<file path="src/rtl/aes_pkg.sv">
// aes_pkg: shared encoding and sizing for the AES request arbiter.
package aes_pkg;
   localparam int NCH         = 2;
   localparam int DW          = 128;
   localparam int TIMEOUT_DEF = 255;
   typedef enum logic [1:0] {IDLE, ISSUE, WAIT, RESP} state_e;
endpackage

</file>
<file path="src/rtl/aes_req_arbiter_rr_arb2.sv">
// rr_arb2: two-way round-robin grant; on a tie the channel not granted last wins.
module rr_arb2 (
   input  logic [1:0] valid,
   input  logic       last,
   output logic [1:0] gnt
);
   always_comb gnt = (valid == 2'b11) ? (last ? 2'b01 : 2'b10) : valid;
endmodule

</file>
<file path="src/rtl/aes_req_arbiter.sv">
// aes_req_arbiter: time-shares one AES core between two requesters, one job in flight.
module aes_req_arbiter
   import aes_pkg::*;
#(
   parameter int TIMEOUT = TIMEOUT_DEF
) (
   input  logic              clk,
   input  logic              rst,
   input  logic [NCH-1:0]    req_valid,
   output logic [NCH-1:0]    req_ready,
   input  logic [NCH*DW-1:0] req_pt,
   input  logic [NCH*DW-1:0] req_key,
   output logic              rsp_valid,
   input  logic              rsp_ready,
   output logic              rsp_id,
   output logic [DW-1:0]     rsp_data,
   output logic              rsp_err,
   output logic              core_start,
   output logic [DW-1:0]     core_plaintext,
   output logic [DW-1:0]     core_key,
   input  logic [DW-1:0]     core_ciphertext,
   input  logic              core_done
);
   localparam logic [15:0] TO = 16'(TIMEOUT);
   state_e        state_q, state_d;
   logic          last_q, last_d, id_q, id_d, err_q, err_d;
   logic [DW-1:0] pt_q, pt_d, key_q, key_d, data_q, data_d;
   logic [15:0]   cnt_q, cnt_d, cnt_inc;
   logic [1:0]    gnt;

   rr_arb2 u_arb (.valid(req_valid), .last(last_q), .gnt(gnt));

   assign cnt_inc        = (cnt_q == 16'hffff) ? cnt_q : cnt_q + 16'd1;
   assign req_ready      = (state_q == IDLE) ? gnt : 2'b00;
   assign core_start     = state_q == ISSUE;
   assign rsp_valid      = state_q == RESP;
   assign rsp_id         = id_q;
   assign rsp_data       = data_q;
   assign rsp_err        = err_q;
   assign core_plaintext = pt_q;
   assign core_key       = key_q;

   always_comb begin
      state_d = state_q;
      last_d  = last_q;
      id_d    = id_q;
      pt_d    = pt_q;
      key_d   = key_q;
      cnt_d   = cnt_q;
      data_d  = data_q;
      err_d   = err_q;
      case (state_q)
         IDLE: if (|gnt) begin
            pt_d    = gnt[1] ? req_pt[2*DW-1:DW] : req_pt[DW-1:0];
            key_d   = gnt[1] ? req_key[2*DW-1:DW] : req_key[DW-1:0];
            id_d    = gnt[1];
            last_d  = gnt[1];
            state_d = ISSUE;
         end
         ISSUE: begin
            cnt_d   = '0;
            state_d = WAIT;
         end
         WAIT: begin
            cnt_d = cnt_inc;
            // done takes priority over a timeout landing in the same cycle
            if (core_done || cnt_inc == TO) begin
               data_d  = core_done ? core_ciphertext : '0;
               err_d   = !core_done;
               state_d = RESP;
            end
         end
         RESP: if (rsp_ready) state_d = IDLE;
      endcase
   end

   always_ff @(posedge clk or posedge rst) begin
      if (rst) begin
         state_q <= IDLE;
         last_q  <= 1'b1;
         id_q    <= 1'b0;
         pt_q    <= '0;
         key_q   <= '0;
         cnt_q   <= '0;
         data_q  <= '0;
         err_q   <= 1'b0;
      end else begin
         state_q <= state_d;
         last_q  <= last_d;
         id_q    <= id_d;
         pt_q    <= pt_d;
         key_q   <= key_d;
         cnt_q   <= cnt_d;
         data_q  <= data_d;
         err_q   <= err_d;
      end
   end
endmodule

</file>
<file path="config.mk">
export PLATFORM = sky130hd
export DESIGN_NAME = aes_req_arbiter
export DESIGN_NICKNAME = d
export VERILOG_FILES = /design/src/rtl/aes_pkg.sv /design/src/rtl/aes_req_arbiter_rr_arb2.sv /design/src/rtl/aes_req_arbiter.sv
export SDC_FILE = /design/constraint.sdc
export NUM_CORES = 1
export LEC_CHECK = 0
export ABC_AREA = 0
export CORE_AREA = 4 4 405 407
export DETAILED_ROUTE_END_ITERATION = 10
export DIE_AREA = 0 0 409 411
export HOLD_SLACK_MARGIN = 0.08
export SLEW_MARGIN = 0
export SYNTH_ARGS = -nofsm -noshare
export SYNTH_HDL_FRONTEND = slang
export SYNTH_SLANG_ARGS = --single-unit
</file>
<file path="constraint.sdc">
create_clock -name clk -period 18.05 [get_ports clk]
set_input_delay 2.7075 -clock clk [delete_from_list [all_inputs] [get_ports clk]]
set_output_delay 2.7075 -clock clk [all_outputs]
set_load 0.05 [all_outputs]
</file>
==> results.py <==
metrics = {
    "timing": {
        "setup_viol_count_final": 0,
        "worst_hold_slack_ns": 0.474,
        "slew_at_the_pin_closest_to_its_max_slew_limit_ns": 1.16,
        "timing.clock.skew_ns": 0.0422,
        "final_max_slew_violation_count": 0,
        "finalHoldViolations": 0,
        "tns_ns": 0,
        "unrepaired_setup_endpoints_after_global_routing": "false",
        "max-slew-margin-rel": 0.225,
        "min_period_ns": 7.53,
        "max_clock_freq_mhz": 133,
        "share_of_the_clock_period_used_by_the_worst_path_after_layout": 0.417,
    },
    "flow_run": {
        "max_cap_violations": 0,
    },
    "cts": {
        "number_of_buffers_inserted_during_clock_tree_synthesis": 54,
        "cts_resized": 0,
        "clk_path_buf_depth": 3,
        "cts_hold_buffers": 0,
        "cts.sink_count": 405,
        "path_clk_slew_ns": 0.06,
        "root_buffer": "sky130_fd_sc_hd__clkbuf_16",
        "cts.htree.levels": 2,
        "clkLatencyLatePin_ns": 0.64,
        "tritoncts": "yes",
        "post-cts-setup-buffer-count": 0,
    },
    "synth": {
        "async_reset_ff_frac": 1.00,
        "syn_inst": 1572,
        "post_synthesis_cell_area_um2": 17600,
        "netlist_top_cells_area": "sky130_fd_sc_hd__dfrtp_1, sky130_fd_sc_hd__mux2i_1, sky130_fd_sc_hd__o21ai_0",
        "ys_seq_elements": 405,
        "yosys.area.top_type": "sky130_fd_sc_hd__dfrtp_1",
        "synth-main-ff-cell": "sky130_fd_sc_hd__dfrtp_1",
        "synth_sequential_area_ratio": 0.577,
        "yosys.area.top_type_share": 0.576,
        "synth_warnings": 0,
        "syn_nets": 2223,
        "synth_cell_type_count": 53,
        "synthesized_area_per_cell_um2": 11.2,
        "synth-edff-count": 0,
    },
    "placement": {
        "dp.cells": 4659,
        "detailedPlacementHpwl_um": 95200,
        "placement.io_buffers": 1035,
        "finalWeightedCongestion": 0.930,
    },
    "floorplan": {
        "initial_cell_density_of_the_core": 0.110,
        "die_area_um2": 168000,
        "design.core.area_um2": 160000,
        "num_rows": 147,
        "floorplan.die.height_um": 411,
        "die_w_um": 409,
        "ioPinCount": 1036,
    },
    "global_routing": {
        "global_routing_met3_resource_utilization": 0.0459,
        "first_global_vias": 16366,
        "antenna_found_initial": 88,
        "global_route.overflow_total": 0,
        "grt.met1_usage": 0.158,
        "use_met2": 0.223,
        "grt_start_max_net_pins": 216,
        "grt_pass1_wl_um": 152000,
        "grtUsageTotal": 0.131,
        "grt.busiest_layer": "met2",
    },
    "worst_hold_path": {
        "timing.hold.worst.class": "register to register",
    },
    "final_layout": {
        "fraction_of_final_layout_cells_sized_beyond_drive_strength_1": 0.0477,
        "fin_nets": 3206,
        "top_library_cells_by_usage_in_the_layout_fill_and_taps_aside": "sky130_fd_sc_hd__clkdlybuf4s50_1, sky130_fd_sc_hd__dfrtp_1, sky130_fd_sc_hd__nand2_1",
        "finalNonFillerCells": 4767,
        "final.fill_count": 17446,
        "syn_to_final_growth_pct": 83.1,
        "most_frequent_standard_cell_in_the_layout_excluding_fill_and_tap_cells": "sky130_fd_sc_hd__clkdlybuf4s50_1",
    },
    "worst_setup_path": {
        "cp-end-kind": "primary output",
        "worst-endpoint-required_ns": 15.34,
        "slowest_delay_ns": 0.88,
        "critical_path_class": "input pin to primary output",
        "worst-path-max-fanout": 5,
        "cpMostUsedCell": "sky130_fd_sc_hd__clkdlybuf4s50_1",
        "critPathArrivalTime_ns": 4.83,
        "crit_slowest_cell": "sky130_fd_sc_hd__clkdlybuf4s50_1",
        "worst_setup_path_start_kind": "input pin",
        "cp_cell_sequence": "clkdlybuf4s50_1 -> a21boi_4 -> and2_1 -> clkdlybuf4s50_1",
    },
    "drt": {
        "first_iter_violations": 1484,
        "final_antenna_violating_net_count": 0,
        "vias": 16648,
        "viasPerCell": 3.49,
        "postRouteWirelength_um": 116000,
        "routedWlPerCell_um": 24.4,
        "first_pass_iters": 5,
        "remaining_drc_errors": 0,
    },
    "power": {
        "cellPowerDensity_nw_per_um2": 196,
        "max-vdd-ir-drop_v": 0.0000995,
        "total_leakage_power_nw": 13.1,
    },
    "status": {
        "outcome": "finished clean",
    },
}
cell families (layout without fill, tap and decap cells):
family	Yosys count	after routing	share of synthesized area
XOR/XNOR	3	3	0.00150
AND/OR/NAND/NOR	321	321	0.0767
adder cells (fa/ha/maj)	5	5	0.00356
AO/OA/AOI/OAI	441	441	0.157
buffers and inverters	137	1162	0.0355
multiplexers	260	260	0.148
flip-flops	405	405	0.577
other	0	10	0
layer usage:
layer  vias to the layer above  share of wire
met1                      8056           0.40
li1                       7583              -
met5                         -         0.0015
met2                       770           0.49
met4                        28          0.026
met3                       211          0.086
where the power goes:
part	switching, mW	internal, mW
Clock	0.469	0.690
Sequential	0.276	1.33
Combinational	2.40	1.13
cells in the mapped netlist (all sizes together), types with 2 or more instances:
master  instances
o21ai         270
a21oi          18
and2            2
mux2i         259
nand4           5
nand3           4
nor2            7
a31o            2
dfrtp         404
nor3            6
clkbuf         90
a31oi           3
nor2b           2
inv            13
o31ai           5
xnor2           2
ha              5
o32a            2
o22ai           3
buf            34
nand2         278
and3            2
or2             2
a22o          128
o21a            2
nor4            7
flip-flops by register name (all words and copies together), names as in the netlist:
| signal | flops |
|---|---|
| core_key | 128 |
| core_plaintext | 128 |
| rsp_data | 128 |
| cnt_q | 16 |
| state_q | 2 |
| last_q | 1 |
| rsp_err | 1 |
| rsp_id | 1 |
stage by stage:
stage / utilization / cell area [µm²] / setup slack [ns] / total power, mW
after detailed placement: 0.189 / 30200 / 10.58 / 5.19
after global routing: 0.201 / 32100 / 10.54 / 6.61
after global placement: 0.189 / 30200 / 10.61 / 5.17
after CTS: 0.201 / 32100 / 10.58 / 6.41
after floorplan: - / 17600 / 4.08 / 3.71
final: 0.201 / 32100 / 10.52 / 6.29
area by class of cell:
type | count | area [µm²] | area share
inverters | 13 | 56.3 | 0.00175
repair buffers | 1051 | 10500 | 0.327
diodes | 10 | 25.0 | 0.000778
clock buffers | 72 | 1550 | 0.0482
flip-flops and latches | 405 | 10100 | 0.315
well taps | 2160 | 2700 | 0.0841
multi-input cells | 1030 | 6840 | 0.213
clock inverters | 26 | 327 | 0.0102
critical path, delay by kind of cell:
family / cells / cell delay, ns
buf+inv: 2 / 1.50
simple gates: 1 / 0.32
compound gates: 1 / 0.30
final timing paths:
path	from	endpoint	slack [ns]	cells past startpoint
max in group asynchronous	rst	rsp_data[123]	13.03	4
hold reg to reg	core_key[78]	core_key[78]	0.47	2
setup / recovery	req_valid[1]	req_ready[1]	10.52	4
hold / removal	core_key[78]	core_key[78]	0.47	2
setup reg to reg	cnt_q[0]	rsp_data[38]	13.89	10
min in group asynchronous	rst	core_plaintext[103]	2.62	2
Note: power is estimated with default switching activity, not from simulation.
